### src/rtl/text_seg_pkg.sv
// Shared types and width helpers for the text-line profiler.
// The ink field of seg_t exists only when TEXT_LINE_INK_EN is defined.
package text_seg_pkg;

    typedef enum logic [1:0] {
        IDLE,
        IN_LINE,
        GAP
    } state_t;

    // Segment fields are sized for the largest supported image; users slice down.
    localparam int SEG_RW = 16;
    localparam int SEG_IW = 32;

    typedef struct packed {
        logic [SEG_RW-1:0] top;
        logic [SEG_RW-1:0] bottom;
`ifdef TEXT_LINE_INK_EN
        logic [SEG_IW-1:0] ink;
`endif
    } seg_t;

    function automatic int clog2_min1(input int v);
        return (v > 1) ? $clog2(v) : 1;
    endfunction

    function automatic int rw_f(input int img_h);
        return clog2_min1(img_h);
    endfunction

    function automatic int cw_f(input int img_w);
        return clog2_min1(img_w);
    endfunction

    function automatic int iw_f(input int img_w, input int img_h);
        return clog2_min1(img_w * img_h + 1);
    endfunction

endpackage

### src/rtl/line_seg_fifo.sv
// Synchronous segment FIFO with full/empty flags and a registered head output.
// DEPTH must be a power of two (>= 2).
module line_seg_fifo
    import text_seg_pkg::*;
#(
    parameter int DEPTH = 4
) (
    input  logic clk,
    input  logic rst,
    input  logic i_push,
    input  seg_t i_data,
    input  logic i_pop,
    output seg_t o_data,
    output logic o_full,
    output logic o_empty
);

    localparam int PW = clog2_min1(DEPTH);

    seg_t          r_mem [DEPTH];
    seg_t          r_out;
    logic [PW-1:0] r_wr;
    logic [PW-1:0] r_rd;
    logic [PW:0]   r_count;
    logic [PW-1:0] w_rd_n;
    logic [PW:0]   w_count_n;
    logic          w_do_push;
    logic          w_do_pop;
    logic          w_bypass;

    assign o_full    = (r_count == (PW+1)'(DEPTH));
    assign o_empty   = (r_count == '0);
    assign w_do_push = i_push && !o_full;
    assign w_do_pop  = i_pop && !o_empty;
    assign w_rd_n    = r_rd + PW'(w_do_pop);
    assign w_count_n = r_count + (PW+1)'(w_do_push) - (PW+1)'(w_do_pop);
    // The incoming entry becomes the head when nothing older survives this cycle.
    assign w_bypass  = w_do_push && (r_count == (PW+1)'(w_do_pop));
    assign o_data    = r_out;

    always_ff @(posedge clk) begin
        if (w_do_push) begin
            r_mem[r_wr] <= i_data;
        end
    end

    always_ff @(posedge clk) begin
        if (rst) begin
            r_wr    <= '0;
            r_rd    <= '0;
            r_count <= '0;
            r_out   <= '0;
        end else begin
            r_wr    <= r_wr + PW'(w_do_push);
            r_rd    <= w_rd_n;
            r_count <= w_count_n;
            r_out   <= w_bypass ? i_data : r_mem[w_rd_n];
        end
    end

endmodule

### src/rtl/text_line_profiler.sv
// Horizontal projection of a binarized frame into text-line segments.
// Define TEXT_LINE_INK_EN to accumulate per-segment ink; otherwise m_ink is 0.
module text_line_profiler
    import text_seg_pkg::*;
#(
    parameter  int IMG_W      = 64,
    parameter  int IMG_H      = 64,
    parameter  int MIN_INK    = 1,
    parameter  int MIN_GAP    = 2,
    parameter  int FIFO_DEPTH = 4,
    localparam int RW         = rw_f(IMG_H),
    localparam int CW         = cw_f(IMG_W),
    localparam int IW         = iw_f(IMG_W, IMG_H)
) (
    input  logic          clk,
    input  logic          rst,
    input  logic          s_valid,
    output logic          s_ready,
    input  logic [7:0]    s_pix,
    output logic          m_valid,
    input  logic          m_ready,
    output logic [RW-1:0] m_top,
    output logic [RW-1:0] m_bottom,
    output logic [IW-1:0] m_ink,
    output logic          frame_done
);

    localparam int AW = clog2_min1(IMG_W + 1);
    localparam int GW = clog2_min1(MIN_GAP + 1);

    logic [CW-1:0] r_col;
    logic [RW-1:0] r_row;
    logic [AW-1:0] r_row_ink;
    state_t        r_state, w_state_n;
    logic [GW-1:0] r_gap, w_gap_n;
    logic [RW-1:0] r_top, r_bot, w_top_n, w_bot_n;
    logic          r_frame_done;
`ifdef TEXT_LINE_INK_EN
    logic [IW-1:0] r_ink, w_ink_n, w_row_sum_iw;
`endif

    logic          w_acc, w_fg, w_row_end, w_frame_end, w_text, w_push;
    logic          w_full, w_empty;
    logic [AW-1:0] w_row_sum;
    seg_t          w_push_data, w_head;

    assign w_acc       = s_valid && s_ready;
    assign w_fg        = (s_pix == 8'd0);
    assign w_row_end   = w_acc && (r_col == CW'(IMG_W - 1));
    assign w_frame_end = w_row_end && (r_row == RW'(IMG_H - 1));
    assign w_row_sum   = r_row_ink + AW'(w_fg);
    assign w_text      = (w_row_sum >= AW'(MIN_INK));
`ifdef TEXT_LINE_INK_EN
    assign w_row_sum_iw = IW'(w_row_sum);
`endif

    // Line tracker: advances only on row-end beats, at most one emit per row.
    always_comb begin
        w_state_n = r_state;
        w_gap_n   = r_gap;
        w_top_n   = r_top;
        w_bot_n   = r_bot;
`ifdef TEXT_LINE_INK_EN
        w_ink_n   = r_ink;
`endif
        w_push    = 1'b0;
        if (w_row_end) begin
            unique case (r_state)
                IDLE: begin
                    if (w_text) begin
                        w_state_n = IN_LINE;
                        w_top_n   = r_row;
                        w_bot_n   = r_row;
`ifdef TEXT_LINE_INK_EN
                        w_ink_n   = w_row_sum_iw;
`endif
                    end
                end
                IN_LINE: begin
                    if (w_text) begin
                        w_bot_n = r_row;
`ifdef TEXT_LINE_INK_EN
                        w_ink_n = r_ink + w_row_sum_iw;
`endif
                    end else if (MIN_GAP == 1) begin
                        w_push    = 1'b1;
                        w_state_n = IDLE;
                    end else begin
                        w_state_n = GAP;
                        w_gap_n   = GW'(1);
                    end
                end
                GAP: begin
                    if (w_text) begin
                        w_state_n = IN_LINE;
                        w_bot_n   = r_row;
`ifdef TEXT_LINE_INK_EN
                        w_ink_n   = r_ink + w_row_sum_iw;
`endif
                    end else begin
                        w_gap_n = r_gap + GW'(1);
                        if (w_gap_n >= GW'(MIN_GAP)) begin
                            w_push    = 1'b1;
                            w_state_n = IDLE;
                        end
                    end
                end
                default: w_state_n = IDLE;
            endcase
            if (w_frame_end && (w_state_n != IDLE)) begin
                w_push    = 1'b1;
                w_state_n = IDLE;
            end
        end
    end

    always_comb begin
        w_push_data        = '0;
        w_push_data.top    = SEG_RW'(w_top_n);
        w_push_data.bottom = SEG_RW'(w_bot_n);
`ifdef TEXT_LINE_INK_EN
        w_push_data.ink    = SEG_IW'(w_ink_n);
`endif
    end

    always_ff @(posedge clk) begin
        if (rst) begin
            r_col        <= '0;
            r_row        <= '0;
            r_row_ink    <= '0;
            r_state      <= IDLE;
            r_gap        <= '0;
            r_frame_done <= 1'b0;
        end else begin
            r_frame_done <= w_frame_end;
            r_state      <= w_state_n;
            r_gap        <= w_gap_n;
            if (w_acc) begin
                if (r_col == CW'(IMG_W - 1)) begin
                    r_col     <= '0;
                    r_row     <= (r_row == RW'(IMG_H - 1)) ? '0 : r_row + RW'(1);
                    r_row_ink <= '0;
                end else begin
                    r_col     <= r_col + CW'(1);
                    r_row_ink <= w_row_sum;
                end
            end
        end
    end

    always_ff @(posedge clk) begin
        r_top <= w_top_n;
        r_bot <= w_bot_n;
`ifdef TEXT_LINE_INK_EN
        r_ink <= w_ink_n;
`endif
    end

    line_seg_fifo #(
        .DEPTH (FIFO_DEPTH)
    ) u_fifo (
        .clk     (clk),
        .rst     (rst),
        .i_push  (w_push),
        .i_data  (w_push_data),
        .i_pop   (m_ready),
        .o_data  (w_head),
        .o_full  (w_full),
        .o_empty (w_empty)
    );

    assign s_ready    = !w_full;
    assign m_valid    = !w_empty;
    assign m_top      = w_head.top[RW-1:0];
    assign m_bottom   = w_head.bottom[RW-1:0];
    assign frame_done = r_frame_done;

    logic w_unused_hi;
`ifdef TEXT_LINE_INK_EN
    assign m_ink       = w_head.ink[IW-1:0];
    assign w_unused_hi = ^{w_head.top[SEG_RW-1:RW], w_head.bottom[SEG_RW-1:RW],
                           w_head.ink[SEG_IW-1:IW]};
`else
    assign m_ink       = '0;
    assign w_unused_hi = ^{w_head.top[SEG_RW-1:RW], w_head.bottom[SEG_RW-1:RW]};
`endif

endmodule

### config.mk
export PLATFORM = sky130hd
export DESIGN_NAME = text_line_profiler
export DESIGN_NICKNAME = d
export VERILOG_FILES = /design/src/rtl/text_seg_pkg.sv /design/src/rtl/line_seg_fifo.sv /design/src/rtl/text_line_profiler.sv
export SDC_FILE = /design/constraint.sdc
export NUM_CORES = 1
export LEC_CHECK = 0
export CAP_MARGIN = 20
export CELL_PAD_IN_SITES_DETAIL_PLACEMENT = 0
export CELL_PAD_IN_SITES_GLOBAL_PLACEMENT = 2
export CORE_MARGIN = 4
export CORE_UTILIZATION = 41
export DETAILED_ROUTE_END_ITERATION = 10
export PLACE_DENSITY_LB_ADDON = 0.05
export REMOVE_ABC_BUFFERS = 1
export SYNTH_ARGS = -nofsm -noshare
export SYNTH_HDL_FRONTEND = slang
export SYNTH_SLANG_ARGS = --single-unit
### constraint.sdc
create_clock -name clk -period 8.9 [get_ports clk]
set_input_delay 0.89 -clock clk [delete_from_list [all_inputs] [get_ports clk]]
set_output_delay 0.89 -clock clk [all_outputs]
set_load 0.02 [all_outputs]
# Yosys cells after proc, flatten, opt, wreduce, memory -nomap -nowiden
# Memory sizes are Yosys's and may differ from the RTL's.
# Index checks and enable logic that the tools add are counted.
# W data, S select, Z words.
# classes
n_addsub	8
mul	0
n_div	0
magnitude_cmp	2
eq_ne	8
shifts	0
n_mux	27
bitwise	0
n_reduce_logical	17
# ops
cell	n
$mux W6	8
$mux W22	1
$mux W2	8
$add A6 B1 Y6 const B	2
$eq A6 B6 Y1 const B	2
$logic_not A8 Y1	1
$add A7 B1 Y7	1
$ge A7 B1 Y1 const B	1
$logic_and A1 B1 Y1	7
$mux W1	7
$mux W7	1
$pmux W2 S3	1
$add A2 B1 Y2	2
$ne A2 B2 Y1 const B	2
$pmux W2 S2	1
$reduce_and A4 Y1	1
$reduce_bool A2 Y1	2
$add A3 B1 Y3	1
$eq A3 B1 Y1	1
$eq A3 B3 Y1 const B	1
$logic_not A3 Y1	1
$reduce_or A3 Y1	1
$sub A3 B1 Y3	1
$add A2 B1 Y2 const B	1
6 further kinds	7
# totals
regBits	55
latch_bits	0
ramBits	48
mem_bits_ro	0
inputBits	12
output_inout_bits	28
elab_cells	76
memories	1
# mem_list
name	words	word_bits	read_ports	rd_clocked_by_memory_dff	write_ports	line	source
u_fifo.r_mem	4	12	1	0	1	line_seg_fifo.sv:20	seg_t r_mem [DEPTH];

# Depth between registers and ports, before layout
# Gate-level depths: netlist of the first run.
# logic_depth
depth_word	13
ltp_mapped	16
mapped_depth_nobuf	15

# Cells and area by module
# A second synthesis of the first run with hierarchy kept.
# hier_totals
hier_cells	483
area_unflattened_um2	7800.0
# by_module_without_submodules
mod	n_inst	cells_per_inst	area_each_um2	seq_area_each_um2
line_seg_fifo	1	277	5968.2	4624.4
text_line_profiler	1	206	1831.8	720.7

# Worst setup path before layout of the first run
# Ideal clock, no wire load.
# synth_timing
path_kind	input to register
startpoint	input s_pix[5]
endpoint	memory u_fifo.r_mem[1][0] (netlist bit) (enable)
setup_time_ps	399
arrival_time_ps	3978
required_time_ps	8501
path_slack_ps	4523
path_stages	10
n_path_buf	1
path_cell_list	or4_1 > nor2_1 > ha_1 > nand3_1 > o21ai_0 > nand3_1 > buf_4 > a2111oi_0 > a211oi_2 > nor3b_1
# synth_via
elab_chain_cells	13
word_cells_on_any_way	17
classes_between	add/sub: 1; order compare: 1; mux: 11; reduce/logical: 4
# synth_lines
element	line	source
start, declared	text_line_profiler.sv:19	input logic [7:0] s_pix,
$logic_not A8 Y1 *	text_line_profiler.sv:48	assign w_fg = (s_pix == 8'd0);
$add A7 B1 Y7 *	text_line_profiler.sv:51	assign w_row_sum = r_row_ink + AW'(w_fg);
$ge A7 B1 Y1 *	text_line_profiler.sv:52	assign w_text = (w_row_sum >= AW'(MIN_INK));
$mux W2 (on tied branches)	text_line_profiler.sv:94, text_line_profiler.sv:70, text_line_profiler.sv:80	
$pmux W2 S3	text_line_profiler.sv:68	unique case (r_state)
$mux W2	text_line_profiler.sv:67	if (w_row_end) begin
$reduce_bool A2 Y1	text_line_profiler.sv:110	if (w_frame_end && (w_state_n != IDLE)) begin
$logic_and A1 B1 Y1	text_line_profiler.sv:110	
$mux W1 *	text_line_profiler.sv:110	
$mux W1 *	text_line_profiler.sv:67	
$logic_and A1 B1 Y1 *	line_seg_fifo.sv:33	assign w_do_push = i_push && !o_full;
$mux W1 *	line_seg_fifo.sv:42	if (w_do_push) begin
$mux W1 (not written as such) *	line_seg_fifo.sv:43	r_mem[r_wr] <= i_data;
end, declared	line_seg_fifo.sv:20	
# Mark *: on every way between the ends. The rest lies on a longest branch, timed or not. The select of a mux whose other input is x is not followed.

# Final worst setup path of the first run
# layout_timing
startpoint	input s_pix[5]
endpoint	register u_fifo.r_count[2]
# layout_via
elab_chain_cells	13
word_cells_on_any_way	17
classes_between	add/sub: 3; order compare: 1; mux: 9; reduce/logical: 4
# layout_lines
element	line	source
$logic_not A8 Y1 *	text_line_profiler.sv:48	
$add A7 B1 Y7 *	text_line_profiler.sv:51	
$ge A7 B1 Y1 *	text_line_profiler.sv:52	
$mux W2 (on tied branches)	text_line_profiler.sv:94, text_line_profiler.sv:70, text_line_profiler.sv:80	
$pmux W2 S3	text_line_profiler.sv:68	
$mux W2	text_line_profiler.sv:67	
$reduce_bool A2 Y1	text_line_profiler.sv:110	
$logic_and A1 B1 Y1	text_line_profiler.sv:110	
$mux W1 *	text_line_profiler.sv:110	
$mux W1 *	text_line_profiler.sv:67	
$logic_and A1 B1 Y1 *	line_seg_fifo.sv:33	
$add A3 B1 Y3 *	line_seg_fifo.sv:36	assign w_count_n = r_count + (PW+1)'(w_do_push) - (PW+1)'(w_do_pop);
$sub A3 B1 Y3 *	line_seg_fifo.sv:36	
end signal, assigned	line_seg_fifo.sv:56	r_count <= w_count_n;
end, declared	line_seg_fifo.sv:24	logic [PW:0] r_count;
# Marks and branches as above.
# A chain may end at the register's enable or synchronous reset.

==> results of run 1 <==
power breakdown:
group / internal (uW) / switching, uW / total (uW) / leakage [uW]
Sequential: 505 / 8.35 / 513 / 0.000779
Clock: 196 / 187 / 383 / 0.000143
Combinational: 84.0 / 102 / 186 / 0.000783
Total: 785 / 297 / 1080 / 0.00170
per-stage QoR:
step	total power [uW]	util, %	setup WS (ns)
after floorplan	655	-	4.47
after global placement	713	45.5	3.91
after detailed placement	718	45.5	3.82
after CTS	1100	48.1	4.19
after global routing	1140	48.1	3.95
final	1080	48.1	4.19
cell usage after synthesis, drive strengths merged, types with 2 or more instances:
cell type,count
or4,4
and3b,2
nor3b,8
edfxtp,48
xor2,4
o21ai,27
a211oi,9
inv,13
a21oi,15
buf,22
dfxtp,55
nand2,32
and4,4
clkbuf,8
nor2,30
nor2b,6
nor3,11
nand2b,6
a22oi,3
or2,7
a21o,8
and3,2
nand3,15
mux2i,12
and2,5
nand4,11
mux4,12
ha,9
xnor2,6
or3b,2
nor4,5
state kept, by name (all words and copies together) (netlist names):
signal / count
r_top: 6
r_col: 6
u_fifo.r_rd: 2
frame_done: 1
u_fifo.r_mem: 48
r_row_ink: 7
u_fifo.o_data: 12
r_state: 2
r_gap: 2
u_fifo.r_count: 3
r_row: 6
r_bot: 6
u_fifo.r_wr: 2
final timing paths:
path                            slack, ns                end         start
worst max register to register       5.42  u_fifo.r_count[2]  r_row_ink[0]
worst min register to register       0.49           r_row[1]      r_row[1]
worst max-delay path                 4.19  u_fifo.r_count[2]      s_pix[5]
worst min-delay path                 0.49           r_row[1]      r_row[1]
per-layer routing:
layer | vias up | wire length [um] | GRT usage [%]
met1 | 1456 | 4310 | 19.6
met5 | - | 0 | 0
met4 | 0 | 205 | 6.33
li1 | 1528 | - | -
met3 | 12 | 358 | 3.65
met2 | 58 | 5040 | 28.6
worst register-to-register path, stage by stage (launching register included):
cell	delay, ns
sky130_fd_sc_hd__dfxtp_1	0.33
sky130_fd_sc_hd__ha_1	0.20
sky130_fd_sc_hd__ha_1	0.25
sky130_fd_sc_hd__nand2b_1	0.18
sky130_fd_sc_hd__or4_1	0.44
sky130_fd_sc_hd__nand3_1	0.32
sky130_fd_sc_hd__a2111oi_0	0.20
sky130_fd_sc_hd__a211oi_2	0.37
sky130_fd_sc_hd__inv_1	0.11
sky130_fd_sc_hd__ha_1	0.20
sky130_fd_sc_hd__fa_1	0.37
sky130_fd_sc_hd__xnor2_1	0.17
sky130_fd_sc_hd__xnor2_1	0.14
sky130_fd_sc_hd__nor2_1	0.06
layout make-up:
| class | instances | area (um^2) | area share, % |
|---|---|---|---|
| timing repair buffer | 30 | 290 | 5.52 |
| tap | 140 | 175 | 3.33 |
| inverter | 13 | 48.8 | 0.927 |
| clock buffer | 9 | 225 | 4.28 |
| sequential | 103 | 2540 | 48.3 |
| clock inverter | 7 | 66.3 | 1.26 |
| multi-input combinational | 278 | 1910 | 36.4 |
cell families (layout without fill, tap and decap cells):
| kind of cell | after synthesis | count (layout) | synth area share [%] |
|---|---|---|---|
| AO/OA/AOI/OAI | 69 | 69 | 9.34 |
| XOR/XNOR | 10 | 10 | 1.89 |
| adder cells (fa/ha/maj) | 10 | 10 | 2.86 |
| buffers and inverters | 43 | 59 | 4.99 |
| flip-flops | 103 | 103 | 54.8 |
| multiplexers | 24 | 24 | 8.42 |
| other | 1 | 13 | 0.0809 |
| AND/OR/NAND/NOR | 152 | 152 | 17.6 |
==> results.txt, run 1 <==
- Run status: finished, final reports clean
* Net count reported at finish: 457
* Arrival time worst endpoint: 4.93 ns
- Fraction of the yosys area taken by sequential cells: 54.8%
* Most common cell after layout, fill and taps aside: sky130_fd_sc_hd__dfxtp_1
* Drt wl/cell: 17.1 um
- The total area inside the core boundary comes to roughly 11000 um^2.
- TritonCTS created 9 clock buffers.
- First-pass DRT Iterations: 6
- The finished cells cover between 5000 and 6000 um^2.
- Post-route antenna net violation count: 0
* Most common flop cell mapped by yosys: sky130_fd_sc_hd__dfxtp_1
- Clock buffer depth: 2
* CTS tree: yes
- Based on the critical path, the design can be clocked at up to 212 MHz.
- DRT Wirelength: roughly 10 mm
- The worst setup path is of the in2reg kind.
- Critical path buffer and inverter count: 2
- Number of levels the H-tree was split into: 3
* Final setup viols: 0
- STA puts the critical path data required time at 9.12 ns.
- Cell Area, Synth: 4640 um^2
* Launching element type of the critical path: input port
- Setup tns final: 0 ns
- The floorplan has 38 rows.
- Number of global-route vias before repair: 3044
- Number of enable-type register cells in the synthesized netlist: 48
- Maxcap violations: 0
- The final number of hold-violating endpoints is 0.
- The floorplan step set the die width to 114 um.
- In this run the tightest slew margin relative to its limit is 37.3%.
- Total of cells resized after clock tree synthesis: 0
- Non-filler cells in the finished layout: between 500 and 600
* Clock insertion delay at the later pin of the skew report: ~0.35 ns
- Buffers inserted to repair hold after CTS numbered 0.
- Across all layers, the routed design uses 3054 vias.
* Count of cell types in the netlist: 49
- Cell area after placement: slightly below 5000 um^2
* Leading cell types by total area after synthesis: sky130_fd_sc_hd__edfxtp_1, sky130_fd_sc_hd__dfxtp_1, sky130_fd_sc_hd__mux4_2
- Die span in y: 114 um
- Including well taps, the total number of placed cells is roughly 560.
- Cell breakdown of the critical path: clkdlybuf4s50_1, or4_1, nor2_1, ha_1, nand3_1, or4_1, nand3_1, a2111oi_0, a211oi_2, inv_1, ha_1, fa_1, xnor2_1, xnor2_1, nor2_1
- Post-synthesis to final-layout area growth: 13.5%
* Type of the tightest min-delay check: reg2reg
* # port buffers: 26
- Minimum period implied by the final worst setup slack: 4.71 ns
* Leading cell types in the layout, fill and taps excluded: sky130_fd_sc_hd__dfxtp_1, sky130_fd_sc_hd__edfxtp_1, sky130_fd_sc_hd__nand2_1
* Area of the die: roughly 13000 um^2
- Entering global routing, the biggest net connects 39 pins.
- The repair_antennas step left the layout with diodes totalling 0.
- The tree is rooted in a sky130_fd_sc_hd__clkbuf_16.
- Across every metal layer, demand over resource in global routing totals 16.4%.
- The count of pins over their slew limit was 0.
- Final period util: about 53%
* Remaining routing DRC violations: 0
- Grt total ovfl: 0
* Number of top-level pins: 40
* Total of fill cells in the finished design: 1016
- Among all stages on the critical path, the largest delay is contributed by sky130_fd_sc_hd__or4_1.
* Delay of the slowest cell on the worst path: 0.56 ns
- The worst setup path is captured at a flip-flop.
* Crit. path cell count: 15
- The cell count after synthesis came out at about 410.
- Synthesized flop and latch total: 103
- The tree built by TritonCTS fans out to 103 sinks.
- IR analysis of the VDD net gives a maximum drop of approximately 110 uV.
- Critical path's top delay family: simple AND/OR/NAND/NOR gates
- Fraction of final layout cells sized beyond drive strength 1: 10.2%
* Area leader, netlist: sky130_fd_sc_hd__edfxtp_1
- Counting instances, the worst hold path has a depth of 2.
- Initial DRC Count: 157
- The number of antenna violations at the first check in global routing was 0.
- Power density normalized to cell area: 206 nW/um^2
* Transition time at the pin with the least slew margin: 0.931 ns
- The Yosys step of the flow raised 0 warnings.
- In this run the post-CTS setup repair buffer count came out at 0.
* Vias per inst: 5.27
* Leakage: 0.00170 uW
- Area share of the leading cell type in the synthesized netlist: 31.1%
- Post-Route Hold Slack: around 0.5 ns
- Placer's final routability congestion estimate: 0.795
- The clock arrives with 0.00793 ns of skew.
* RSZ-0062 raised after global routing: false
- A synthesized cell averages 11.3 um^2.
- Clock transition at path regs: 0.07 ns
- Effective utilization at floorplan: 42.4%
- After synthesis, the share of flip-flops with an asynchronous set or reset is 0%.
- Detailed placement ended at an HPWL of approximately 6.7 mm.
* Critical path peak fanout: 11
* Wire length of the first global-routing pass: 16.2 mm
* R2R depth: 13
No activity file was read; power rests on OpenSTA's default activity.
==> run 2, diff against run 1 <==
CORE_UTILIZATION = 35   (was 41)
clock period = 4.3 ns   (was 8.9 ns; I/O delays follow)
==> run 2 against run 1 <==
Utilization decreased by 5.9 points. Global-route usage decreased by 1.5 points. Via count increased by 3.8%. Combinational power increased by 110%. Sequential power increased by 110%. Critical path depth increased by 1. Count of clock-buffer cells in the layout increased by 1. Clock skew increased by 0.0017 ns. Setup slack got worse by 3.7 ns. Critical endpoint unchanged. Highest routed layer unchanged.
==> results.txt, run 2 (same netlist as run 1, synthesis figures left out) <==
* Number of clock buffers inserted by TritonCTS: 9
* Number of global-route vias before repair: 3140
- Setup repair after global routing left no endpoint under its margin.
* Remaining routing DRC violations: 0
- Die span in y: 123 um
* Post-synthesis to final-layout area growth: 16.5%
- Number of levels the H-tree was split into: 3
- Fill cells in the final layout number 1224.
- Setup slack closes at 0.541 ns.
- The repair_antennas step left the layout with diodes totalling 0.
- Most common cell after layout, fill and taps aside: sky130_fd_sc_hd__dfxtp_1
- Maxcap violations: 0
- Vias: 3170
- HPWL after detailed placement: just over 7 mm
- Dividing the detail-routed via count by the number of cells gives around 5.
- Measured against its own limit, the worst slew margin works out to 42.2%.
- The die is ~120 um wide.
- The critical path is of the in2reg type.
- Largest register FFs: 48
* Clock buffer depth: 2
* Clk Tree Root Cell: sky130_fd_sc_hd__clkbuf_16
* Area of all placed cells without fillers: ~5400 um^2
- The smallest clock period supported by the final layout is computed as ~3.8 ns.
- All-Layer GR Usage: 14.8%
- The clock net in this run drives a total of 103 sinks.
- Row generation in the floorplan step produced between 40 and 50 rows.
- For this configuration, the core starts out at a cell density of 36.3%.
* Launching element type of the critical path: input port
- Number of placed instances, taps included: 609
- For this run the aggregate overflow at the end of global routing stands at 0.
- Total of cells resized after clock tree synthesis: 0
* Placer's final routability congestion estimate: 0.774
- Drt wl/cell: 16.5 um
* Initial DRC Count: 163
- Along the worst path, the maximum fanout reaches 7.
- The routed design has between 10 and 15 mm of wire.
- Final setup viols: 0
* Wire length of the first global-routing pass: 16.7 mm
* Final Hold Vio Count: 0
- First-pass DRT Iterations: 4
- The analysis attributes to cell leakage a power of 0.00177 uW.
* Non-filler cells in the finished layout: roughly 630
- Share of the core filled with cells in the final layout: 42.3%
* Setup fix buffers added after clock tree synthesis: 0
* Core area: 12800 um^2
- Fraction of final layout cells sized beyond drive strength 1: between 10% and 20%
- CTS Hold Buffers Added: 0
- Multi-input gate area: 1910 um^2
- Net count reported at finish: between 400 and 500
- # port buffers: 26
* Clock transition at path regs: around 0.070 ns
- Clock skew on the completed layout was measured at 0.00959 ns.
* CP endpoint kind: flip-flop
- Worst ir drop on vdd: 210 uV
- Timing analysis after detailed placement gives a worst setup slack of 0.158 ns.
- During I/O placement, the number of pins put on the boundary was 40.
- In the final layout, flip-flops and latches occupy 2540 um^2.
- TritonCTS built the clock tree.
* Run status: finished, final reports clean
* Area of the die: ~15000 um^2
- STA puts the critical path data arrival time at around 4 ns.
- At the later pin of the worst-skew pair, clock insertion delay measures between 0.3 and 0.4 ns.
- The number of antenna violations at the first check in global routing was 0.
* Register with the highest flop count: u_fifo.r_mem
* Leading cell types in the layout, fill and taps excluded: sky130_fd_sc_hd__dfxtp_1, sky130_fd_sc_hd__edfxtp_1, sky130_fd_sc_hd__nand2_1
- The worst path uses between 80% and 90% of the clock period.
- Post-route antenna net violation count: 0
- Transition time at the pin with the least slew margin: 0.867 ns
* Power density normalized to cell area: 416 nW/um^2
- Required time worst endpoint: approximately 4.5 ns
- Top achievable clock speed: 266 MHz
- The tightest min-delay check is of the reg2reg type.
* Max-slew violation count: 0
- Pin count of the biggest net entering global routing: 38
- Cell area after placement: between 5000 and 6000 um^2
- Setup tns final: 0 ns
## run 2: cell types whose count changed in the layout (fill, tap and decap cells not counted), sizes merged
cell,change
buf,+13
clkbuf,+1
clkinv,-1
clkinvlp,+1
inv,-1
## run 2: power breakdown
part	leakage (uW)	internal (uW)	switching, uW	total [uW]
logic	0.000847	176	215	391
clock network	0.000140	417	377	794
registers	0.000779	1040	16.5	1060
total	0.00177	1640	609	2250
## run 2: critical path, cell delays in order
cell	delay (ns)
sky130_fd_sc_hd__clkdlybuf4s50_1	0.39
sky130_fd_sc_hd__or4_1	0.51
sky130_fd_sc_hd__nor2_1	0.16
sky130_fd_sc_hd__ha_1	0.17
sky130_fd_sc_hd__ha_1	0.25
sky130_fd_sc_hd__nand2_1	0.08
sky130_fd_sc_hd__a2111o_1	0.45
sky130_fd_sc_hd__nand2_1	0.11
sky130_fd_sc_hd__a2111oi_0	0.11
sky130_fd_sc_hd__a211oi_2	0.26
sky130_fd_sc_hd__inv_1	0.10
sky130_fd_sc_hd__ha_1	0.20
sky130_fd_sc_hd__fa_1	0.37
sky130_fd_sc_hd__xnor2_1	0.18
sky130_fd_sc_hd__xnor2_1	0.14
sky130_fd_sc_hd__nor2_1	0.05
## run 2: cell type report
cell class,count,share of cell area (%)
sequential,103,47.1
multi-input combinational,278,35.4
timing repair buffer,43,7.18
clock buffer,10,4.43
tap,172,3.99
clock inverter,6,0.997
inverter,13,0.904
## run 2: worst paths after layout
check,from,end,slack (ns),depth (start not counted)
max reg2reg,r_row_ink[0],u_fifo.r_count[2],1.27,13
max,s_pix[5],u_fifo.r_count[2],0.54,16
min reg2reg,r_row[1],r_row[1],0.49,2
min,r_row[1],r_row[1],0.49,2
## run 2: stage by stage
stage                     hold WS [ns]  power (uW)
after detailed placement         0.485        1490
after CTS                        0.495        2290
after global routing             0.533        2360
after floorplan                  0.457        1350
after global placement           0.486        1490
final                            0.490        2250
## run 2: routing by layer
metal / vias up / wire [um] / global-route usage [%]
li1: 1557 / - / -
met5: - / 0 / 0
met2: 56 / 5190 / 25.7
met1: 1543 / 4590 / 18.1
met3: 14 / 373 / 3.75
met4: 0 / 159 / 4.71
